[config.mk]
export PLATFORM = sky130hd
export DESIGN_NAME = oam_dma_controller_flat
export DESIGN_NICKNAME = d
export VERILOG_FILES = /design/src/rtl/oam_dma_if.sv /design/src/rtl/oam_dma_controller.sv /design/src/flat_wrapper.sv
export SDC_FILE = /design/constraint.sdc
export NUM_CORES = 1
export LEC_CHECK = 0
export CORE_MARGIN = 1.5
export CORE_UTILIZATION = 46
export CTS_BUF_LIST = sky130_fd_sc_hd__clkbuf_8
export CTS_CLUSTER_SIZE = 20
export DETAILED_ROUTE_END_ITERATION = 12
export GPL_TIMING_DRIVEN = 0
export PLACE_DENSITY = 0.75
export SKIP_CTS_REPAIR_TIMING = 1
export SKIP_LAST_GASP = 1
export SYNTH_ARGS = -nofsm -noshare
export SYNTH_HDL_FRONTEND = slang
export SYNTH_SLANG_ARGS = --single-unit
export TNS_END_PERCENT = 100
[constraint.sdc]
create_clock -name clk -period 4.9 [get_ports clk]
set_input_delay 0.49 -clock clk [delete_from_list [all_inputs] [get_ports clk]]
set_output_delay 0.49 -clock clk [all_outputs]
set_load 0.005 [all_outputs]
[src/rtl/oam_dma_if.sv]
// CPU register port, source read port and OAM write port of the OAM DMA engine.
interface oam_dma_if;
    logic        reg_write_en;
    logic        reg_read_en;
    logic [15:0] reg_addr;
    logic [7:0]  reg_wdata;
    logic [7:0]  reg_rdata;
    logic        src_read_req;
    logic [15:0] src_addr;
    logic [7:0]  src_rdata;
    logic        oam_write_en;
    logic [7:0]  oam_addr;
    logic [7:0]  oam_wdata;
    logic        dma_active;
    logic        cpu_block;

    modport master (
        output reg_write_en, reg_read_en, reg_addr, reg_wdata, src_rdata,
        input  reg_rdata, src_read_req, src_addr, oam_write_en, oam_addr,
               oam_wdata, dma_active, cpu_block
    );

    modport slave (
        input  reg_write_en, reg_read_en, reg_addr, reg_wdata, src_rdata,
        output reg_rdata, src_read_req, src_addr, oam_write_en, oam_addr,
               oam_wdata, dma_active, cpu_block
    );
endinterface

[src/rtl/oam_dma_controller.sv]
// OAM DMA engine: a write to FF46 copies 160 bytes from {FF46, 00} into OAM.
// Optional macro OAM_DMA_CPU_BLOCK_EN drives cpu_block for everything outside HRAM.
module oam_dma_controller #(
    parameter int unsigned CYCLES_PER_BYTE = 4,
    parameter int unsigned STARTUP_CYCLES  = 4
) (
    input  logic      clk,
    input  logic      reset,
    oam_dma_if.slave  bus
);
    localparam int unsigned PW = $clog2(CYCLES_PER_BYTE);
    localparam int unsigned CW = $clog2(STARTUP_CYCLES + 1);
    localparam logic [PW-1:0] PH_LATCH = PW'(1);
    localparam logic [PW-1:0] PH_WRITE = PW'(2);
    localparam logic [PW-1:0] PH_LAST  = PW'(CYCLES_PER_BYTE - 1);
    localparam logic [CW-1:0] CNT_INIT = CW'(STARTUP_CYCLES - 1);
    localparam logic [7:0]    LAST_INDEX = 8'd159;
    localparam logic [15:0]   DMA_REG    = 16'hFF46;

    typedef enum logic [1:0] {
        S_IDLE,
        S_STARTUP,
        S_ACTIVE
    } state_t;

    state_t        state_q, state_d;
    logic [CW-1:0] cnt_q, cnt_d;
    logic [7:0]    index_q, index_d;
    logic [PW-1:0] phase_q, phase_d;
    logic [7:0]    data_q, data_d;
    logic [7:0]    src_hi_q, src_hi_d;
    logic          run_q, run_d;
    logic          restart_q, restart_d;

    logic          src_read_req_q, src_read_req_d;
    logic [15:0]   src_addr_q, src_addr_d;
    logic          oam_write_en_q, oam_write_en_d;
    logic [7:0]    oam_addr_q, oam_addr_d;
    logic [7:0]    oam_wdata_q, oam_wdata_d;
    logic          dma_active_q, dma_active_d;
    logic          cpu_block_q, cpu_block_d;

    logic          reg_wr;
    logic          step;
    logic          last_ph;
    logic          done;
    logic [PW-1:0] eng_phase;
    logic [7:0]    eng_index;
    logic          xfer_d;
    logic          rd_d;
    logic          wr_d;

    // Source pages E0-FF fold down by 0x20 so the DMA never reads OAM or I/O.
    function automatic logic [7:0] eff_hi(input logic [7:0] hi);
        return (hi >= 8'hE0) ? hi - 8'h20 : hi;
    endfunction

    assign reg_wr = bus.reg_write_en && (bus.reg_addr == DMA_REG);

    assign bus.reg_rdata = (bus.reg_read_en && (bus.reg_addr == DMA_REG)) ? src_hi_q : 8'hFF;

    // Byte engine; also runs during a restart window while the old copy is unfinished.
    always_comb begin
        step      = (state_q == S_ACTIVE) || ((state_q == S_STARTUP) && run_q);
        last_ph   = (phase_q == PH_LAST);
        done      = step && last_ph && (index_q == LAST_INDEX);
        eng_phase = phase_q;
        eng_index = index_q;
        if (step) begin
            if (last_ph) begin
                eng_phase = '0;
                eng_index = done ? 8'd0 : index_q + 8'd1;
            end else begin
                eng_phase = phase_q + PW'(1);
            end
        end
    end

    always_comb begin
        state_d   = state_q;
        cnt_d     = cnt_q;
        index_d   = index_q;
        phase_d   = phase_q;
        src_hi_d  = src_hi_q;
        run_d     = run_q;
        restart_d = restart_q;
        data_d    = (step && (phase_q == PH_LATCH)) ? bus.src_rdata : data_q;

        if (reg_wr) begin
            src_hi_d  = bus.reg_wdata;
            state_d   = S_STARTUP;
            cnt_d     = CNT_INIT;
            run_d     = step && !done;
            restart_d = (state_q == S_ACTIVE) || ((state_q == S_STARTUP) && restart_q);
            index_d   = eng_index;
            phase_d   = eng_phase;
        end else begin
            case (state_q)
                S_STARTUP: begin
                    if (cnt_q == '0) begin
                        state_d   = S_ACTIVE;
                        index_d   = '0;
                        phase_d   = '0;
                        run_d     = 1'b0;
                        restart_d = 1'b0;
                    end else begin
                        cnt_d   = cnt_q - CW'(1);
                        index_d = eng_index;
                        phase_d = eng_phase;
                        if (done) begin
                            run_d = 1'b0;
                        end
                    end
                end
                S_ACTIVE: begin
                    index_d = eng_index;
                    phase_d = eng_phase;
                    if (done) begin
                        state_d = S_IDLE;
                    end
                end
                default: begin
                end
            endcase
        end

        // Outputs are registered, so they are derived from next-state values.
        xfer_d         = (state_d == S_ACTIVE) || ((state_d == S_STARTUP) && run_d);
        rd_d           = xfer_d && (phase_d == '0);
        wr_d           = xfer_d && (phase_d == PH_WRITE);
        src_read_req_d = rd_d;
        src_addr_d     = rd_d ? {eff_hi(src_hi_d), index_d} : src_addr_q;
        oam_write_en_d = wr_d;
        oam_addr_d     = wr_d ? index_d : oam_addr_q;
        oam_wdata_d    = wr_d ? data_d : oam_wdata_q;
        dma_active_d   = (state_d == S_ACTIVE) || ((state_d == S_STARTUP) && restart_d);
`ifdef OAM_DMA_CPU_BLOCK_EN
        cpu_block_d    = dma_active_d && !(bus.reg_addr inside {[16'hFF80:16'hFFFE]});
`else
        cpu_block_d    = 1'b0;
`endif
    end

    always_ff @(posedge clk or negedge reset) begin
        if (!reset) begin
            state_q        <= S_IDLE;
            cnt_q          <= '0;
            index_q        <= '0;
            phase_q        <= '0;
            data_q         <= '0;
            src_hi_q       <= 8'hFF;
            run_q          <= 1'b0;
            restart_q      <= 1'b0;
            src_read_req_q <= 1'b0;
            src_addr_q     <= '0;
            oam_write_en_q <= 1'b0;
            oam_addr_q     <= '0;
            oam_wdata_q    <= '0;
            dma_active_q   <= 1'b0;
            cpu_block_q    <= 1'b0;
        end else begin
            state_q        <= state_d;
            cnt_q          <= cnt_d;
            index_q        <= index_d;
            phase_q        <= phase_d;
            data_q         <= data_d;
            src_hi_q       <= src_hi_d;
            run_q          <= run_d;
            restart_q      <= restart_d;
            src_read_req_q <= src_read_req_d;
            src_addr_q     <= src_addr_d;
            oam_write_en_q <= oam_write_en_d;
            oam_addr_q     <= oam_addr_d;
            oam_wdata_q    <= oam_wdata_d;
            dma_active_q   <= dma_active_d;
            cpu_block_q    <= cpu_block_d;
        end
    end

    assign bus.src_read_req = src_read_req_q;
    assign bus.src_addr     = src_addr_q;
    assign bus.oam_write_en = oam_write_en_q;
    assign bus.oam_addr     = oam_addr_q;
    assign bus.oam_wdata    = oam_wdata_q;
    assign bus.dma_active   = dma_active_q;
    assign bus.cpu_block    = cpu_block_q;

endmodule

[src/flat_wrapper.sv]
// flat-port wrapper written by rule: the top's interface ports become plain ports
module oam_dma_controller_flat 
#(
    parameter int unsigned CYCLES_PER_BYTE = 4,
    parameter int unsigned STARTUP_CYCLES  = 4
)
  (clk, reset, bus_reg_write_en, bus_reg_read_en, bus_reg_addr, bus_reg_wdata, bus_src_rdata, bus_reg_rdata, bus_src_read_req, bus_src_addr, bus_oam_write_en, bus_oam_addr, bus_oam_wdata, bus_dma_active, bus_cpu_block);
  oam_dma_if bus_i ();
  input  logic clk;
  input  logic reset;
  input wire logic [$bits(bus_i.reg_write_en)-1:0] bus_reg_write_en;
  input wire logic [$bits(bus_i.reg_read_en)-1:0] bus_reg_read_en;
  input wire logic [$bits(bus_i.reg_addr)-1:0] bus_reg_addr;
  input wire logic [$bits(bus_i.reg_wdata)-1:0] bus_reg_wdata;
  input wire logic [$bits(bus_i.src_rdata)-1:0] bus_src_rdata;
  output wire logic [$bits(bus_i.reg_rdata)-1:0] bus_reg_rdata;
  output wire logic [$bits(bus_i.src_read_req)-1:0] bus_src_read_req;
  output wire logic [$bits(bus_i.src_addr)-1:0] bus_src_addr;
  output wire logic [$bits(bus_i.oam_write_en)-1:0] bus_oam_write_en;
  output wire logic [$bits(bus_i.oam_addr)-1:0] bus_oam_addr;
  output wire logic [$bits(bus_i.oam_wdata)-1:0] bus_oam_wdata;
  output wire logic [$bits(bus_i.dma_active)-1:0] bus_dma_active;
  output wire logic [$bits(bus_i.cpu_block)-1:0] bus_cpu_block;
  assign bus_i.reg_write_en = bus_reg_write_en;
  assign bus_i.reg_read_en = bus_reg_read_en;
  assign bus_i.reg_addr = bus_reg_addr;
  assign bus_i.reg_wdata = bus_reg_wdata;
  assign bus_i.src_rdata = bus_src_rdata;
  assign bus_reg_rdata = bus_i.reg_rdata;
  assign bus_src_read_req = bus_i.src_read_req;
  assign bus_src_addr = bus_i.src_addr;
  assign bus_oam_write_en = bus_i.oam_write_en;
  assign bus_oam_addr = bus_i.oam_addr;
  assign bus_oam_wdata = bus_i.oam_wdata;
  assign bus_dma_active = bus_i.dma_active;
  assign bus_cpu_block = bus_i.cpu_block;
  oam_dma_controller #(.CYCLES_PER_BYTE(CYCLES_PER_BYTE), .STARTUP_CYCLES(STARTUP_CYCLES)) u_core (.clk(clk), .reset(reset), .bus(bus_i));
endmodule
==> results by group, run 1 <==
Outcome
  – Outcome: finished, final reports clean

STA
  – Final WS setup: roughly 1800 ps
  – Relative slew slack: 0.448
  – Final setup TNS: 0 ps
  – Crit path time final: slightly above 3000 ps
  – RSZ-0062 raised after global routing: false
  – Post-route clock skew: ~12 ps
  – Final number of setup-violating endpoints: 0
  – Worst-Margin Slew: about 830 ps
  – Final period util: 0.637
  – Final Hold Viols: 0
  – Slew Viols, Final: 0
  – Maximum clock rate: about 320 MHz

Clock network
  – Clk buf depth: 2
  – Root Driver: clkbuf_8
  – Total CTS buffers: 9
  – Worst-Skew Late Latency: between 300 and 400 ps
  – Clk sink count: between 60 and 70
  – CTS H-tree depth: 3
  – Clock transition at path regs: 80 ps
  – CTS tree: built

Setup path
  – Max FO, Critical Path: 8
  – CP startpoint kind: primary input
  – Critical path arrival: ~2600 ps
  – CP required: ~4400 ps
  – Critical Path End Type: output port
  – Setup Crit Path Kind: primary input to output port

Power
  – Pwr Total: roughly 1.8 mW
  – Total power divided by cell area: ~410 nW/um2
  – Pleak: just under 2 nW
  – VDD IR-drop max: 0.000352 V

Yosys
  – Syn Area/Cell: ~12 um2
  – Syn_nets: 326
  – Yosys top cell area share: 0.462
  – Post-synth top area cell: dfrtp_1
  – Synthesized area: ~3300 um2
  – Area contributors post-synth: dfrtp_1, dfstp_2, mux2_1
  – Post-synth top flop: dfrtp_1
  – Synth Register Bits: 68
  – Post-synth EDFFs: 0
  – Mapped Cells: 282
  – Synth async-reset ratio: 1.00
  – Synthesis Warnings: 0
  – Post-synth cell types: 50
  – Register area share after synthesis: 0.526

Global routing
  – GR Util All Layers: 0.194
  – Overflow after GRT: 0
  – Pin count of the biggest net entering global routing: between 60 and 70
  – First-pass GRT wire length: approximately 11000 um
  – Number of global-route vias before repair: about 2400
  – Initial antenna violation count: 0

Place
  – Routability congestion estimate from global placement: between 0.7 and 0.8
  – Final HPWL DP: about 4800 um
  – Worst slack, placed: between 1500 and 2000 ps
  – # port buffers: between 70 and 80
  – Placed cells: 456

Floorplan
  – Top Ports: 80
  – DIE AREA: between 7000 and 8000 um2
  – Core area: between 6000 and 7000 um2
  – Initial Util: 0.476
  – Rows: 30
  – Die height: 87.1 um
  – Die X: about 87 um

Hold path
  – Hold WC Path Type: primary input to asynchronous set/reset pin

Route
  – DR DRC count: 0
  – Final wirelength: ~6700 um
  – Routed Antenna Nets: 0
  – Detailed Routing Iterations Pass 1: 4
  – Via/cell ratio: just over 5
  – Initial drt markers: 100
  – Routed length per instance: ~14 um
  – Detailed-route via count: around 2400

Finish
  – Final Net Count: about 420
  – Finished Core Util: 0.638
  – Post-route insts no fill: ~470
  – Fillers: 570
  – Layout area overhead: 34.0%
  – # diodes: 0
  – Share of cells above drive strength 1: 0.191

Run
  – Maximum Capacitance Violations: 0
## final timing paths
path | from | end | slack (ps) | depth (start not counted)
setup / recovery | bus_reg_addr[13] | bus_reg_rdata[0] | 1780 | 6
hold / removal | reset | u_core.data_q[3] | 250 | 1
setup reg to reg | u_core.cnt_q[0] | u_core.bus.src_addr[9] | 2040 | 11
hold reg to reg | u_core.src_hi_q[3] | u_core.src_hi_q[3] | 470 | 2
max in group asynchronous | reset | u_core.state_q[1] | 4120 | 1
min in group clk | u_core.src_hi_q[3] | u_core.src_hi_q[3] | 470 | 2
## placed cells by master (no fill, tap or decap), types with 3 or more instances in the layout
cell,count
nand2_1,41
mux2_4,9
nand4_1,3
clkbuf_8,10
nor2_1,9
nand3_1,11
clkbuf_1,4
o21ai_0,7
nor3_1,7
mux2_1,16
inv_1,11
clkdlybuf4s50_1,77
o211ai_1,3
buf_6,3
ha_1,8
o22ai_1,4
dfstp_2,8
or2_2,10
a21oi_1,12
dfrtp_1,60
mux2_2,15
buf_2,3
## worst max-delay path, stage by stage
cell and delay (ps):
clkdlybuf4s50_1 510, nand4b_4 120, nor4_4 470, nand2_1 250
or2_2 340, clkdlybuf4s50_1 450
## metrics by stage
| stage | instance area (um2) | hold slack (ps) |
|---|---|---|
| after detailed placement | 4150 | 461 |
| after CTS | 4360 | 255 |
| after floorplan | 3250 | 194 |
| final | 4360 | 247 |
| after global routing | 4360 | 298 |
| after global placement | 4150 | 458 |
## registers in the layout (all words and copies together), names as in the netlist
name / flops
u_core.bus.dma_active: 1
u_core.bus.oam_addr: 8
u_core.bus.oam_wdata: 8
u_core.bus.oam_write_en: 1
u_core.bus.src_addr: 16
u_core.bus.src_read_req: 1
u_core.cnt_q: 3
u_core.data_q: 8
u_core.index_q: 8
u_core.phase_q: 2
u_core.restart_q: 1
u_core.run_q: 1
u_core.src_hi_q: 8
u_core.state_q: 2
## layout make-up
type                       instances  area, um2  area share
timing repair buffer              78        778       0.178
multi-input combinational        192       1430       0.328
buffer                            11       71.3      0.0164
clock inverter                     6       71.3      0.0164
inverter                          11       41.3     0.00947
tap                               96        120      0.0275
sequential                        68       1710       0.393
clock buffer                      10        138      0.0316
## cells in the mapped netlist, types with 3 or more instances
| library cell | count |
|---|---|
| dfrtp_1 | 60 |
| nand2_1 | 41 |
| mux2_1 | 16 |
| mux2_2 | 15 |
| a21oi_1 | 12 |
| inv_1 | 11 |
| nand3_1 | 11 |
| or2_2 | 10 |
| mux2_4 | 9 |
| nor2_1 | 9 |
| dfstp_2 | 8 |
| ha_1 | 8 |
| nor3_1 | 7 |
| o21ai_0 | 7 |
| clkbuf_1 | 4 |
| o22ai_1 | 4 |
| buf_2 | 3 |
| buf_6 | 3 |
| nand4_1 | 3 |
| o211ai_1 | 3 |
## power by group
part,switching (mW),internal (mW),total (mW)
sequential,0.0660,0.691,0.757
combinational,0.228,0.317,0.545
clock,0.226,0.252,0.478
## logic make-up after synthesis
logic type                 Yosys count  synth area share
other                                1           0.00115
DFF                                 68             0.526
adders and majority gates            8            0.0308
muxes                               41             0.152
buffers and inverters               22            0.0346
AOI/OAI and AO/OA                   43            0.0877
and+or+nand+nor                     98             0.165
xor gates and xnor gates             1           0.00269
## routing by layer
layer / vias up / routed length (um) / global-route usage
met4: 0 / 57 / 0.0563
met1: 1171 / 2990 / 0.244
li1: 1176 / - / -
met3: 4 / 376 / 0.0711
met2: 54 / 3300 / 0.316
met5: - / 0 / 0
(Power assumes the default switching activity.)
==> run 2: changes to the inputs <==
==> constraint.sdc (replaced) <==
create_clock -name clk -period 2.9 [get_ports clk]
set_input_delay 0.29 -clock clk [delete_from_list [all_inputs] [get_ports clk]]
set_output_delay 0.29 -clock clk [all_outputs]
set_load 0.005 [all_outputs]
==> results by group, run 2 (synthesis gave the netlist of run 1 again) <==
Setup path
  – CP startpoint kind: flip-flop
  – Critical path startpoint: u_core.state_q[0]
  – Worst path cell trace: inv_1 -> ha_1 -> nor3b_1 -> o22ai_1 -> o21a_1 -> o21ai_0 -> o211ai_1 -> nor2b_1 -> buf_2 -> buf_6 -> mux2_1
  – Critical path arrival: ~2900 ps
  – CP max-delay cell: ha_1
  – Critical path's top delay family: compound AO/OA/AOI/OAI gates
  – Reg2reg end: u_core.bus.oam_wdata[6]
  – Setup Crit Path Kind: flip-flop to flip-flop
  – Max FO, Critical Path: 10
  – Worst r2r src: u_core.state_q[0]
  – Critical Path End Type: flip-flop
  – Setup crit end: u_core.bus.oam_wdata[6]
  – CP peak stage delay: 430 ps
  – Reg2reg path depth: 11
  – Worst path bufs/invs: 3
  – CP required: ~3100 ps
  – Crit path depth: 11
  – R2R setup slack: around 190 ps

Clock network
  – Clk buf depth: 2
  – CTS H-tree depth: 3
  – CTS tree: built
  – Worst-Skew Late Latency: 340 ps
  – Clk sink count: 68
  – Total CTS buffers: 9
  – Root Driver: clkbuf_8
  – Clock transition at path regs: around 80 ps

Finish
  – Register Area: approximately 1700 um2
  – Most common cell after layout, fill and taps aside: clkdlybuf4s50_1
  – Multi-input gate area: ~1400 um2
  – Post-route insts no fill: about 470
  – # diodes: 0
  – Largest register FFs: 16
  – Fin area: 4400 um2
  – Share of cells above drive strength 1: 0.212
  – Fillers: approximately 560
  – Final Net Count: 416
  – Layout area overhead: 35.1%
  – Most frequent cells in the layout: clkdlybuf4s50_1, dfrtp_1, nand2_1
  – Finished Core Util: 0.643

Floorplan
  – Top Ports: 80
  – Rows: 30
  – Core area: slightly below 7000 um2
  – Initial Util: 0.476
  – Die height: around 87 um
  – DIE AREA: 7590 um2
  – Die X: between 80 and 90 um

STA
  – Slew Viols, Final: 0
  – Final WS setup: roughly 190 ps
  – Relative slew slack: 0.449
  – RSZ-0062 raised after global routing: false
  – Final setup TNS: 0 ps
  – Post-route clock skew: 12.4 ps
  – Maximum clock rate: between 300 and 400 MHz
  – Worst-Margin Slew: ~830 ps
  – Final number of setup-violating endpoints: 0
  – Crit path time final: about 2700 ps
  – Final period util: 0.933
  – Final hold slack: about 47 ps
  – Final Hold Viols: 0

Global routing
  – Pin count of the biggest net entering global routing: 69
  – Initial antenna violation count: 0
  – First-pass GRT wire length: approximately 11000 um
  – GR Util All Layers: 0.194
  – Overflow after GRT: 0
  – Number of global-route vias before repair: roughly 2400

Place
  – Placed cells: between 400 and 500
  – Routability congestion estimate from global placement: ~0.8
  – # port buffers: 78
  – Dpl cell area: between 4000 and 5000 um2
  – Final HPWL DP: just under 5000 um
  – Worst slack, placed: -225 ps

Route
  – Initial drt markers: 83
  – Via/cell ratio: just over 5
  – Detailed-route via count: around 2400
  – Routed length per instance: roughly 14 um
  – Detailed Routing Iterations Pass 1: 4
  – Final wirelength: approximately 6800 um
  – DR DRC count: 0
  – Routed Antenna Nets: 0

Power
  – Seq pwr share: 0.424
  – Pleak: ~2.0 nW
  – Sw Pwr: around 0.88 mW
  – Part of the power in combinational logic: 0.310
  – Total internal power: 2.14 mW
  – Switching share of power: 0.292
  – Pwr Total: 3.02 mW
  – VDD IR-drop max: just under 0.0006 V
  – Total power divided by cell area: between 600 and 700 nW/um2
  – Clock share of power: 0.267

Outcome
  – Outcome: finished, final reports clean

Run
  – Maximum Capacitance Violations: 0

Hold path
  – Hold WC Path Type: primary input to asynchronous set/reset pin
[run 2: area by class of cell]
class                      count  area share
sequential                    68       0.390
multi-input combinational    192       0.330
timing repair buffer          80       0.180
clock buffer                  10      0.0313
tap                           96      0.0273
clock inverter                 6      0.0162
buffer                        10      0.0159
inverter                      11     0.00939
[run 2: how the worst min path moves through the flow]
stage / from / cells past startpoint / to / slack, ps
2_1_floorplan: reset / 0 / u_core.bus.dma_active / -6
3_3_place_gp: u_core.src_hi_q[2] / 2 / u_core.src_hi_q[2] / 460
3_5_place_dp: reset / 1 / u_core.data_q[1] / 450
4_1_cts: reset / 1 / u_core.data_q[1] / 50
5_1_grt: reset / 1 / u_core.bus.oam_wdata[3] / 100
6_report: reset / 1 / u_core.data_q[3] / 50
[run 2: power groups by stage]
stage                     sequential (mW)  clock (mW)  combinational [mW]
after floorplan                      1.29           0               0.467
after global placement               1.29           0               0.912
after detailed placement             1.30           0               0.930
after CTS                            1.28       0.837               0.934
after global routing                 1.31       0.875                1.02
final                                1.28       0.805               0.935
[run 2: routing by layer]
layer | track usage | share of wire | wire (um) | vias up
met5 | 0 | 0 | 0 | -
met4 | 0.0563 | 0.011 | 74 | 0
met3 | 0.0711 | 0.059 | 401 | 7
met2 | 0.316 | 0.49 | 3290 | 57
met1 | 0.244 | 0.44 | 3000 | 1179
li1 | - | - | - | 1180
==> run 3: changes to the inputs <==
--- a/config.mk
+++ b/config.mk
@@ -5,6 +5,7 @@
 export SDC_FILE = /design/constraint.sdc
 export NUM_CORES = 1
 export LEC_CHECK = 0
+export CAP_MARGIN = 20
 export CORE_MARGIN = 1.5
 export CORE_UTILIZATION = 46
 export CTS_BUF_LIST = sky130_fd_sc_hd__clkbuf_8
==> results of run 3 <==
Same layout as run 2: the final DEF is identical, and so are final timing and power.
==> patch 1: new RTL, flow settings as in run 3 <==
Build with the macro `OAM_DMA_CPU_BLOCK_EN` defined.
--- a/src/rtl/oam_dma_controller.sv
+++ b/src/rtl/oam_dma_controller.sv
@@ -1,5 +1,7 @@
 // OAM DMA engine: a write to FF46 copies 160 bytes from {FF46, 00} into OAM.
 // Optional macro OAM_DMA_CPU_BLOCK_EN drives cpu_block for everything outside HRAM.
+`define OAM_DMA_CPU_BLOCK_EN
+
 module oam_dma_controller #(
     parameter int unsigned CYCLES_PER_BYTE = 4,
     parameter int unsigned STARTUP_CYCLES  = 4
Function: changed (Yosys sat finds a counterexample within 10 cycles, from zero or initial values and one cycle with reset low).
==> patch 1 against run 3 <==
Clock power decreased by 9.6%; synthesized area increased by 0.65%; cell area increased by 5.8%; total power decreased by 11%; routed wire length increased by 7.5%; largest cell class unchanged; combinational power decreased by 19%; critical endpoint is now u_core.bus.src_addr[2]$_DFFE_PN0P_; sequential cell count increased by 1; worst setup slack got worse by 0.15 ns.
==> patch 1: results (changes against run 3) <==
- Placed wire-length estimate: 4.86 mm (+0.81%)
- Clk_skew: 0.00797 ns (-0.00447 ns)
- Top cells by count, synth: dfrtp_1 (61), mux2_2 (31), mux2_4 (18)
- Reg2reg start: u_core.state_q[1]$_DFF_PN0_
- Sequential share of the synthesized area: 0.530 (+0.00422)
- Syn Nets: 300 (-8.0%)
- Nets: 410 (-1.4%)
- Reg2reg end: u_core.bus.src_addr[2]$_DFFE_PN0P_
- DP Area: 0.00421 mm² (+1.4%)
- Worst slew margin: 0.440 (-0.00900)
- Routability cong.: 0.877 (+10%)
- Clock buffer depth: 2 (unchanged)
- Vias in the first global route: 2,490 (+3.0%)
- Filler instances: 507 (-10%)
- Critical path origin: bus_reg_addr[14]
- Vias: 2,427 (+0.17%)
- Worst path max stage delay: 0.46 ns (+0.03 ns)
- Initial antenna violation count: 0 (unchanged)
- Static leakage: 0.00208 µW (+6.4%)
- Yosys warnings: 0 (unchanged)
- CP max stage cell: clkdlybuf4s50_1
- Cts bufs inserted: 9 (unchanged)
- Largest delay share family, worst path: buffers and inverters
- Internal reg-to-reg setup slack: 0.05 ns (-0.14 ns)
- Number of distinct library cells after synthesis: 46 (-8.0%)
- R2R depth: 12 (+1)
- IO Port Bufs: 79 (+1.3%)
- Hold slack: 0.0398 ns (-0.00764 ns)
- Net Sw Frac: 0.276 (-0.0161)
- Synth Area in XOR/XNOR: 0.00802 (+0.00533)
- CP Max Fanout: 7 (-3)
- Maximum vdd ir drop: 325 µV (-45%)
- H-tree depth: 3 (unchanged)
- DRT Wirelength: 7.28 mm (+7.5%)
- Multiplexer share of the synthesized area: 0.189 (+0.0372)
- Outcome: completed
- Share of the synthesized area in the top cell type: 0.466 (+0.00464)
- Crit Path Category: in2reg
- Hold Crit Class: in2async
- Synth top area cells: dfrtp_1 (47%), mux2_2 (11%), mux2_4 (8.3%)
- Synth Area in Compound Gates: 0.0974 (+0.00975)
- Root buf cell: clkbuf_8
- 1st-iter DRT viols: 197 (+140%)
- First-pass GRT wire length: 11.6 mm (+2.2%)
- Share of flip-flops with an asynchronous set or reset: 1.00 (unchanged)
- Max reg flops: 16 (unchanged)
- Share of layout cells above drive strength 1: 0.345 (+0.133)
- Total global routing track utilization: 0.201 (+0.00686)
- Largest net degree at the start of global routing: 70 (+1.4%)
- Worst-path clk slew: 0.08 ns (about the same)
- Adder-Cell Fraction of Synth Area: 0.0306 (-0.000200)
==> patch 1: final cells by class <==
| cell class | instances | area (µm²) | share of cell area |
|---|---|---|---|
| buffer | 7 | 65.1 | 0.0140 |
| clock buffer | 11 | 151 | 0.0326 |
| clock inverter | 5 | 33.8 | 0.00726 |
| inverter | 14 | 52.6 | 0.0113 |
| multi-input combinational | 165 | 1500 | 0.323 |
| sequential | 69 | 1740 | 0.374 |
| tap | 96 | 120 | 0.0258 |
| timing repair buffer | 100 | 985 | 0.212 |
==> patch 1: cells by family (layout without fill, tap and decap cells) <==
logic type / count (synthesis) / after routing
AO/OA/AOI/OAI: 43 / 43
XOR/XNOR: 3 / 3
adder cells (fa/ha/maj): 8 / 8
buffers and inverters: 22 / 137
flip-flops: 69 / 69
multiplexers: 49 / 49
AND/OR/NAND/NOR: 62 / 62
==> patch 1: power groups by stage <==
stage          sequential [µW]  combinational, µW  clock, µW
2_1_floorplan             1200                388          0
3_3_place_gp              1200                675          0
3_5_place_dp              1200                693          0
4_1_cts                   1190                696        746
5_1_grt                   1210                827        801
6_report                  1190                760        728
==> patch 1: per-layer routing <==
layer / up-vias / part of all wire / GRT usage
li1: 1142 / - / -
met1: 1197 / 0.43 / 0.255
met2: 78 / 0.49 / 0.320
met3: 10 / 0.063 / 0.0588
met4: 0 / 0.016 / 0.0880
met5: - / 0 / 0
==> patch 1: metrics by stage <==
stage	setup slack (ns)	TNS [ns]	std cells
final	0.0418	0	467
after floorplan	0.0243	0	256
after detailed placement	-0.812	-26.85	431
after global routing	-0.0684	-0.719	467
after global placement	-0.755	-65.93	431
after CTS	-0.546	-16.11	447
==> patch 2: new RTL, settings of run 3 <==
Without the edit above. `oam_wdata_q` no longer has a reset.
--- a/src/rtl/oam_dma_controller.sv
+++ b/src/rtl/oam_dma_controller.sv
@@ -155,7 +155,6 @@
             src_addr_q     <= '0;
             oam_write_en_q <= 1'b0;
             oam_addr_q     <= '0;
-            oam_wdata_q    <= '0;
             dma_active_q   <= 1'b0;
             cpu_block_q    <= 1'b0;
         end else begin
@@ -171,10 +170,13 @@
             src_addr_q     <= src_addr_d;
             oam_write_en_q <= oam_write_en_d;
             oam_addr_q     <= oam_addr_d;
-            oam_wdata_q    <= oam_wdata_d;
             dma_active_q   <= dma_active_d;
             cpu_block_q    <= cpu_block_d;
         end
+    end
+
+    always_ff @(posedge clk) begin
+        oam_wdata_q <= oam_wdata_d;
     end
 
     assign bus.src_read_req = src_read_req_q;
Check against the original RTL: differs if reset is asserted again (counterexample within 10 cycles, from zero or initial values and one cycle with reset low); with reset held inactive, the same outputs for 10 cycles.
==> patch 2 against run 3 <==
The flow now finishes with violations (hold timing); cell area is 1.9% lower; first-iteration DRC count fell by 16%; synthesized cell count fell by 6.7%; worst setup slack got worse by 0.084 ns; synthesized area decreased by 2.4%; sequential share of layout area grew 1.6 points; clock skew down 0.0033 ns; total power decreased by 17%; routed wire length is 0.58% higher; sequential cell count unchanged.
==> patch 2: results (changes against run 3) <==
- Hold Vio Cnt, Final: 22 (+22)
- Largest delay share family, worst path: simple AND/OR/NAND/NOR gates
- Clk_skew: 0.00915 ns (-0.00329 ns)
- Largest net degree at the start of global routing: 35 (-49%)
- Syn_area_per_cell: 12.1 µm² (+4.7%)
- IO Port Bufs: 78 (unchanged)
- Outcome: finished, violations left
- # placed instances: 422 (-7.5%)
- Worst-skew pair later-pin latency: 0.35 ns
- Met2 routed WL: 3.47 mm (+5.4%)
- Final worst slack: 0.110 ns (-0.0839 ns)
- DRT Wirelength: 6.81 mm (+0.58%)
- Pre-antenna DRT Iters: 4 (unchanged)
- Syn Nets: 307 (-5.8%)
- 1st-iter DRT viols: 70 (-16%)
- Nets: 398 (-4.3%)
- Number of distinct library cells after synthesis: 55 (+10%)
- Worst path max stage delay: 0.61 ns (+0.18 ns)
- Arr. time, crit path: 2.84 ns (-0.09 ns)
- Main synth FF type: dfrtp_1
- Vias per inst: 5.23 (+2.1%)
- Violated checks: hold timing
- Synth top area cells: dfrtp_1 (41%), mux2_2 (8.5%), edfxtp_1 (7.6%)
- Post-synth EDFFs: 8 (+8)
- Placed wire-length estimate: 4.92 mm (+2.1%)
- Hold Crit Class: in2async
- Yosys warnings: 0 (unchanged)
- First-pass GRT wire length: 11.0 mm (-2.6%)
- # diodes: 0 (unchanged)
- Max reg flops: 16 (unchanged)
- Maximum vdd ir drop: 341 µV (-43%)
- Highest Signal Layer: met4
- Share of layout cells above drive strength 1: 0.253 (+0.0413)
- Met1 WL: 2.98 mm (-0.93%)
- Hold slack: -0.0418 ns (-0.0892 ns)
- Routed wl met3: 250 µm (-38%)
- H-tree depth: 3 (unchanged)
- CP Max Fanout: 9 (-1)
- Top cells by count, synth: dfrtp_1 (52), nand2_1 (40), mux2_2 (24)
- Met2 GRT Util: 0.329 (+0.0136)
- Placement Setup Slack: -0.225 ns (+0.0000360 ns)
- Worst slew pin tran: 0.633 ns (-0.193 ns)
- Sequential share of the synthesized area: 0.552 (+0.0255)
- Met1 Usage GRT: 0.237 (-0.00777)
- Initial antenna violation count: 0 (unchanged)
- DP Area: 0.00407 mm² (-1.9%)
- Vias in the first global route: 2,399 (-0.74%)
- Share of flip-flops with an asynchronous set or reset: 0.882 (-0.118)
- Routing usage on met3: 0.0404 (-0.0307)
- Cts bufs inserted: 9 (unchanged)
- Wire per inst: 15.5 µm (+8.4%)
- CP max stage cell: or4_1
- Total global routing track utilization: 0.194 (-0.000415)
- Static leakage: 0.00189 µW (-3.3%)
- Routability cong.: 0.873 (+9.9%)
-- patch 2: changes by cell type after synthesis, sizes merged, moves of 4 or more --
cell	before	now
mux2	40	33
nor2	9	5
a31oi	0	6
nand3	11	6
dfrtp	60	52
edfxtp	0	8
-- patch 2: cells by family (layout without fill, tap and decap cells) --
family,Yosys count,after routing,share of synthesized area
compound gates,41,41,0.0890
other cells,1,1,0.00118
mux,34,34,0.131
fa+ha+maj,8,8,0.0315
flops,68,68,0.552
simple gates,85,85,0.149
xor+xnor,3,3,0.00828
buf+inv,23,119,0.0390
-- patch 2: where the power goes --
| part | switching (µW) | total (µW) | internal (µW) | leakage [µW] |
|---|---|---|---|---|
| clock network | 359 | 778 | 418 | 0.0000963 |
| registers | 50.4 | 1140 | 1090 | 0.000847 |
| logic | 313 | 593 | 280 | 0.000949 |
| total | 723 | 2510 | 1790 | 0.00189 |
-- patch 2: worst paths after layout --
path,start,to,depth (start not counted)
hold / removal,reset,u_core.data_q[6]$_DFF_PN0_,1
setup reg to reg,u_core.index_q[0]$_DFF_PN0_,u_core.bus.oam_wdata[7]$_DFFE_PP_,9
max in group asynchronous,reset,u_core.src_hi_q[6]$_DFF_PN1_,2
setup / recovery,u_core.index_q[0]$_DFF_PN0_,u_core.bus.oam_wdata[7]$_DFFE_PP_,9
hold reg to reg,u_core.src_hi_q[2]$_DFF_PN1_,u_core.src_hi_q[2]$_DFF_PN1_,2
min in group clk,bus_reg_wdata[2],u_core.src_hi_q[2]$_DFF_PN1_,3
-- patch 2: cell type report --
type	count	area, µm²
inverter	14	56.3
tap	80	100
timing repair buffer	81	823
multi-input combinational	172	1320
fill	520	2400
buffer	8	67.6
sequential	68	1750
clock inverter	6	62.6
clock buffer	10	138
